`src/rtl/elastic_stage_reg.sv`:
```
`default_nettype none
// +----------------------------------------------------------------------------+
// | elastic_stage_reg                                                          |
// | Circular-queue pipeline stage with valid/ready input, stall/bubble/flush   |
// | control, occupancy output and a saturating discarded-entry counter.        |
// | Revision: 1.0                                                              |
// +----------------------------------------------------------------------------+
module elastic_stage_reg #(
  parameter int               WIDTH          = 112,
  parameter int               DEPTH          = 2,
  parameter logic [WIDTH-1:0] BUBBLE_PAYLOAD = {WIDTH{1'b0}},
  parameter int               DROP_W         = 16
) (
  input  logic                       clk,
  input  logic                       rst,
  input  logic                       in_valid_i,
  output logic                       in_ready_o,
  input  logic [WIDTH-1:0]           in_payload_i,
  input  logic                       stall_i,
  input  logic                       bubble_i,
  input  logic                       flush_i,
  output logic                       out_valid_o,
  output logic [WIDTH-1:0]           out_payload_o,
  output logic [$clog2(DEPTH+1)-1:0] count_o,
  output logic [DROP_W-1:0]          drop_cnt_o
);

  localparam int CW = $clog2(DEPTH + 1);
  localparam int PW = (DEPTH > 1) ? $clog2(DEPTH) : 1;
  localparam int SW = ((DROP_W > CW) ? DROP_W : CW) + 1;

  localparam logic [CW-1:0]     C_DEPTH    = CW'(DEPTH);
  localparam logic [PW-1:0]     C_LAST     = PW'(DEPTH - 1);
  localparam logic [DROP_W-1:0] C_DROP_MAX = {DROP_W{1'b1}};
  localparam logic [SW-1:0]     C_SUM_MAX  = SW'(C_DROP_MAX);

  logic [WIDTH-1:0]  r_mem [DEPTH];
  logic [PW-1:0]     r_rd_ptr;
  logic [PW-1:0]     r_wr_ptr;
  logic [CW-1:0]     r_count;
  logic [DROP_W-1:0] r_drop;

  logic              w_nonempty;
  logic              w_push;
  logic              w_pop;
  logic              w_kill;
  logic [SW-1:0]     w_drop_sum;
  logic [DROP_W-1:0] w_drop_flush;
  logic [DROP_W-1:0] w_drop_inc;
  logic [PW-1:0]     w_rd_next;
  logic [PW-1:0]     w_wr_next;

  assign w_nonempty = (r_count != '0);
  assign in_ready_o = !rst && !flush_i && (r_count < C_DEPTH);
  assign w_push     = in_valid_i && in_ready_o;
  // Any unstalled cycle with a head entry removes it: delivered or killed.
  assign w_pop      = w_nonempty && !flush_i && !stall_i;
  assign w_kill     = w_pop && bubble_i;

  assign w_rd_next  = (r_rd_ptr == C_LAST) ? '0 : r_rd_ptr + 1'b1;
  assign w_wr_next  = (r_wr_ptr == C_LAST) ? '0 : r_wr_ptr + 1'b1;

  // Flush add is done one bit wider than the counter, then clamped.
  assign w_drop_sum   = SW'(r_drop) + SW'(r_count);
  assign w_drop_flush = (w_drop_sum > C_SUM_MAX) ? C_DROP_MAX : w_drop_sum[DROP_W-1:0];
  assign w_drop_inc   = (r_drop == C_DROP_MAX) ? r_drop : r_drop + 1'b1;

  always_ff @(posedge clk) begin
    if (rst) begin
      r_rd_ptr <= '0;
      r_wr_ptr <= '0;
      r_count  <= '0;
      r_drop   <= '0;
    end else if (flush_i) begin
      r_rd_ptr <= '0;
      r_wr_ptr <= '0;
      r_count  <= '0;
      r_drop   <= w_drop_flush;
    end else begin
      if (w_push) begin
        r_wr_ptr <= w_wr_next;
      end
      if (w_pop) begin
        r_rd_ptr <= w_rd_next;
      end
      if (w_kill) begin
        r_drop <= w_drop_inc;
      end
      if (w_push && !w_pop) begin
        r_count <= r_count + 1'b1;
      end else if (!w_push && w_pop) begin
        r_count <= r_count - 1'b1;
      end
    end
  end

  // Storage needs no reset; entries are only visible through the count.
  always_ff @(posedge clk) begin
    if (w_push) begin
      r_mem[r_wr_ptr] <= in_payload_i;
    end
  end

  assign out_valid_o   = w_nonempty;
  assign out_payload_o = w_nonempty ? r_mem[r_rd_ptr] : BUBBLE_PAYLOAD;
  assign count_o       = r_count;
  assign drop_cnt_o    = r_drop;

endmodule
`default_nettype wire

```
`config.mk`:
```
export PLATFORM = sky130hd
export DESIGN_NAME = elastic_stage_reg
export DESIGN_NICKNAME = d
export VERILOG_FILES = /design/src/rtl/elastic_stage_reg.sv
export SDC_FILE = /design/constraint.sdc
export NUM_CORES = 1
export LEC_CHECK = 0
export CORE_MARGIN = 3
export CORE_UTILIZATION = 53
export DETAILED_ROUTE_END_ITERATION = 16
export GPL_TIMING_DRIVEN = 0
export PLACE_DENSITY = 0.85
export SYNTH_ARGS = -nofsm -noshare
export SYNTH_HDL_FRONTEND = slang
export SYNTH_SLANG_ARGS = --single-unit
export TNS_END_PERCENT = 20
```
`constraint.sdc`:
```
create_clock -name clk -period 10.7 [get_ports clk]
set_clock_uncertainty 0.2 [all_clocks]
set_input_delay 1.07 -clock clk [delete_from_list [all_inputs] [get_ports clk]]
set_output_delay 1.07 -clock clk [all_outputs]
set_load 0.01 [all_outputs]
```
# After elaboration in Yosys (flattened, before gate mapping)
# Memories as Yosys holds them, arrays and structs flattened. A register that Yosys moved wholly into a read port is not among the register bits.
# Cells that the tools add are included.
dict set report totals {
  register_bits 20
  ram_bits 224
  inputBits 118
  output_inout_bits 132
  memories 1
}
# memory words width read_ports rd_ports_with_merged_regs wr line_no
set memory_table {}
lappend memory_table {r_mem 2 112 1 1 1 37} ;# logic [WIDTH-1:0] r_mem [DEPTH];
dict set report classes {
  n_addsub 6
  n_lt_le_gt_ge 2
  eq_ne 2
  n_mux 13
  reduce_logical 18
}
# cell n
set op_table {}
lappend op_table {{$mux W112} 1}
lappend op_table {{$mux W16} 4}
lappend op_table {{$add A16 B2 Y17} 1}
lappend op_table {{$gt A17 B16 Y1 const B} 1}
lappend op_table {{$add A16 B1 Y16 const B} 1}
lappend op_table {{$eq A16 B16 Y1 const B} 1}
lappend op_table {{$logic_and A1 B1 Y1} 8}
lappend op_table {{$mux W1} 6}
lappend op_table {{$reduce_bool A2 Y1} 3}
lappend op_table {{$logic_not A1 Y1} 5}
lappend op_table {{$mux W2} 2}
lappend op_table {{$add A1 B1 Y1 const B} 2}
lappend op_table {{$add A2 B1 Y2 const B} 1}
lappend op_table {{$lt A2 B2 Y1 const B} 1}
lappend op_table {{$ne A2 B2 Y1 const B} 1}
lappend op_table {{$reduce_and A2 Y1} 1}
lappend op_table {{$reduce_or A2 Y1} 1}
lappend op_table {{$sub A2 B1 Y2 const B} 1}

# Longest topological paths before layout
dict set report logic_depth {
  depth_word 8
  mapped_depth 9
  mapped_depth_nobuf 8
}

# Least setup slack after synthesis
# No wires, ideal clock.
dict set report synth_path {
  path_kind {input port to flip-flop}
  start {in flush_i}
  end {mem r_mem[0][0], enable pin}
  setup_ns 0.585
  t_arrival_ns 6.539
  t_required_ns 9.915
  path_slack_ns 3.376
  stages 4
  n_path_buf 1
  cell_sequence {clkbuf_1 -> nor3_1 -> nand2_1 -> nor2_1}
}
dict set report synth_via {
  elab_chain_len 6
}
# element line_no
set synth_lines {}
lappend synth_lines {{from (decl)} 21} ;# input logic flush_i,
lappend synth_lines {{$logic_not A1 Y1} 54} ;# assign in_ready_o = !rst && !flush_i && (r_count < C_DEPTH);
lappend synth_lines {{$logic_and A1 B1 Y1 (2 in a row)} 54}
lappend synth_lines {{via in_ready_o} 17} ;# output logic in_ready_o,
lappend synth_lines {{$logic_and A1 B1 Y1} 55} ;# assign w_push = in_valid_i && in_ready_o;
lappend synth_lines {{$mux W1} 99} ;# if (w_push) begin
lappend synth_lines {{$mux W1 (implied by the code)} 100} ;# r_mem[r_wr_ptr] <= in_payload_i;
lappend synth_lines {{to (decl)} 37}
# The timed path passes the listed nets, and every way through them passes these cells.

# Final worst setup path
dict set report layout_path {
  start {reg r_count[1], in the netlist count_o[1]}
  end {out out_payload_o[49]}
}
dict set report layout_via {
  elab_chain_len 2
}
# element line_no
set layout_lines {}
lappend layout_lines {{from (decl)} 40} ;# logic [CW-1:0] r_count;
lappend layout_lines {{from (signal assigned)} 90} ;# r_count <= r_count + 1'b1;
lappend layout_lines {{from (signal assigned)} 92} ;# r_count <= r_count - 1'b1;
lappend layout_lines {{$reduce_bool A2 Y1} 53} ;# assign w_nonempty = (r_count != '0);
lappend layout_lines {{$mux W112} 105} ;# assign out_payload_o = w_nonempty ? r_mem[r_rd_ptr] : BUBBLE_PAYLOAD;
lappend layout_lines {{to (decl)} 23} ;# output logic [WIDTH-1:0] out_payload_o,
# Every way passes these cells.

==> results by group <==
Min path
  • Hold endpoint: drop_cnt_o[4]
  • Min-Delay Startpoint: drop_cnt_o[4]
  • Worst Hold Depth: 2
  • Hold crit path type: flip-flop to flip-flop

Routing
  • ANT nets after route: 0
  • DRC: 0
  • Initial DRC count: 362
  • Via density: 5.49
  • DRT Pass-1 Iters: 5
  • Drt wl/cell: 20.1 um
  • Via count: 6,528
  • Drt total wl: 24,000 um

Global routing
  • Global-route wire length before repair: 36,400 um
  • Grt ovf: 0
  • Number of global-route vias before repair: 6,645
  • Global-route usage over all layers: 22.9%
  • Largest net degree at the start of global routing: 62
  • Initial antenna violation count: 0

Floorplanning
  • Ports: 250
  • Die area: 20,300 um^2
  • Die X: 143 um
  • Chip Height: 143 um
  • Core footprint: 18,100 um^2
  • # rows: 49
  • Initial core utilization: 54.5%

Critical path
  • Worst path cell trace: nor2_1 > clkbuf_1 > clkbuf_1 > nor2_1 > clkdlybuf4s50_1
  • Slowest-stage cell, CP: clkbuf_1
  • Critical Path AT: 3.09 ns
  • Worst Setup Start Kind: flip-flop
  • Reg2reg setup slack: 8.00 ns
  • R2r startpoint: drop_cnt_o[0]
  • Worst reg2reg path depth: 6
  • Worst path max stage delay: 0.57 ns
  • Worst R2R End: drop_cnt_o[8]
  • Critical path type: flip-flop to output port
  • CP Data Required Time: 9.43 ns
  • Crit Path Max Fanout: 10
  • CP Capture Type: output port

Timing
  • TNS Setup: 0 ns
  • Hold Fails Final Rpt: 0
  • Hold slack: 0.361 ns
  • Final setup fails: 0
  • Final min period: 4.36 ns
  • Worst slew pin tran: 0.906 ns
  • Worst relative slew slack: 39.6%
  • Achievable Freq: 229 MHz
  • RSZ-0062 raised after global routing: no
  • Slew Viols, Final: 0
  • Final worst-path cycle share: 40.8%

Synth
  • Post-synth EDFFs: 224
  • Syn_nets: 784
  • Top_reg_cell synth: edfxtp_1
  • Post-synth top area share: 68.1%
  • Mapped cell area: 9880 um^2
  • Syn Inst Count: 661
  • Syn_area_per_cell: 15.0 um^2
  • Post-synth cell types: 56
  • Yosys reg bits: 245
  • Ranking of synthesized cells by area: edfxtp_1, mux2i_1, nor2_1, dfxtp_1, nand2_1
  • Synth area leader: edfxtp_1
  • Number of synthesis warnings: 0
  • Sequential cell area fraction in the yosys report: 72.3%
  • Asr flop ratio synth: 0%

Placement
  • Routability-driven placement congestion ratio: 0.875
  • DP HPWL: 16,400 um
  • PortBufs: 248

Clock tree
  • Clock-pin slew on the worst setup and hold paths: 0.07 ns
  • CTS Buffer Depth: 3
  • CTS tree: done
  • Total CTS buffers: 25
  • Resized Gates After CTS: 0
  • Skew-Pair Late Insertion Delay: 0.51 ns
  • Post-CTS Setup Inserts: 0
  • Hold_buf cts: 0
  • Root Driver: clkbuf_16
  • H-tree depth: 1
  • Clk sinks: 245

Finish
  • Antenna cells: 0
  • Utilization after layout: 74.7%
  • Fill cell count: 1,134
  • Reg area: 7150 um^2
  • Final #Nets: 1,064
  • P&R area growth vs syn: 37.2%
  • Share of post-route cells with drive strength above 1: 7.19%
  • Multi-input gate area: 2570 um^2

Pwr
  • Pleak: 4.37 nW
  • Peak VDD IR: 0.137 mV
  • Power per cell area: 150 nW/um^2

Run
  • Max Cap Viol: 0

Outcome
  • Status: complete, no violations
## sequential cells by signal, summed over array words and instances (netlist names), named ones only
name / cells
r_rd_ptr: 1
r_wr_ptr: 1
count_o: 2
r_mem: 224
drop_cnt_o: 16
## cells in the final DEF (no fill, tap or decap), types with 10 or more instances in the layout
cell type        synthesis  routed
a21oi_1                 12      12
buf_2                   12      12
clkbuf_1                17      23
clkbuf_16                0      25
clkdlybuf4s50_1          0     248
dfxtp_1                 21      21
edfxtp_1               224     224
mux2i_1                114     114
nand2_1                 18      18
nor2_1                 129     128
nor3_1                  12      12
o21ai_0                 10      10
## worst max-delay path: cells and delay by family (launching register included)
| kind | cells | cell delay (ns) |
|---|---|---|
| AND/OR/NAND/NOR | 2 | 0.62 |
| flip-flops | 1 | 0.40 |
| buffers and inverters | 3 | 1.56 |
## stage by stage
| step | cells | cell area, um^2 | total power [W] | worst slack [ns] |
|---|---|---|---|---|
| after floorplan | 661 | 9880 | 0.00114 | 3.38 |
| after global placement | 1138 | 12700 | 0.00124 | 0.194 |
| after detailed placement | 1143 | 12800 | 0.00124 | 6.40 |
| after CTS | 1189 | 13600 | 0.00206 | 6.24 |
| after global routing | 1189 | 13600 | 0.00211 | 6.16 |
| final | 1189 | 13600 | 0.00204 | 6.34 |
## cell type report
type	count	area share, %
well taps	229	2.11
repair buffers	253	19.2
multi-input cells	375	19.0
inverters	5	0.138
clock inverters	13	0.711
plain buffers	36	1.14
clock buffers	33	4.98
flip-flops and latches	245	52.7
## per-layer routing
layer / track usage [%] / wire length [um] / vias to the layer above
li1: - / - / 3049
met4: 7.30 / 699 / 0
met5: 0 / 0 / -
met3: 6.05 / 1780 / 44
met1: 29.0 / 9350 / 3166
met2: 38.8 / 12100 / 269
## report_power, final
group	switching, W	internal, W	total, W
registers	0.00000854	0.00106	0.00107
logic	0.0000675	0.0000841	0.000152
clock network	0.000346	0.000469	0.000815
## logic make-up after synthesis
group	count (synthesis)	synth area share (%)
adder cells (fa/ha/maj)	5	0.709
multiplexers	115	11.7
AND/OR/NAND/NOR	199	9.24
flip-flops	245	72.3
AO/OA/AOI/OAI	49	3.70
XOR/XNOR	7	0.620
buffers and inverters	41	1.76
## worst max-delay path by stage
stage,slack [ns],from,end
after global placement,0.19,flush_i,r_mem[0][102]
after CTS,6.24,count_o[1],out_payload_o[35]
after detailed placement,6.40,flush_i,in_ready_o
after floorplan,3.38,flush_i,r_mem[0][0]
after global routing,6.16,count_o[1],out_payload_o[92]
final,6.34,count_o[1],out_payload_o[49]
## Yosys cell counts (2+ instances only)
| cell type | count |
|---|---|
| nor2_1 | 129 |
| or4_1 | 2 |
| nor4_1 | 5 |
| nand4_1 | 8 |
| nand2_1 | 18 |
| and3_1 | 4 |
| a21oi_1 | 12 |
| ha_1 | 4 |
| mux2i_1 | 114 |
| nand3_1 | 7 |
| and4_1 | 2 |
| xnor2_1 | 2 |
| a41oi_1 | 2 |
| a21o_1 | 3 |
| edfxtp_1 | 224 |
| buf_2 | 12 |
| clkbuf_1 | 17 |
| nor3_1 | 12 |
| o21ai_0 | 10 |
| buf_1 | 5 |
| dfxtp_1 | 21 |
| xor2_1 | 5 |
| inv_1 | 5 |
| o31a_1 | 3 |
| a31oi_1 | 4 |
Note: power is estimated with default switching activity, not from simulation.
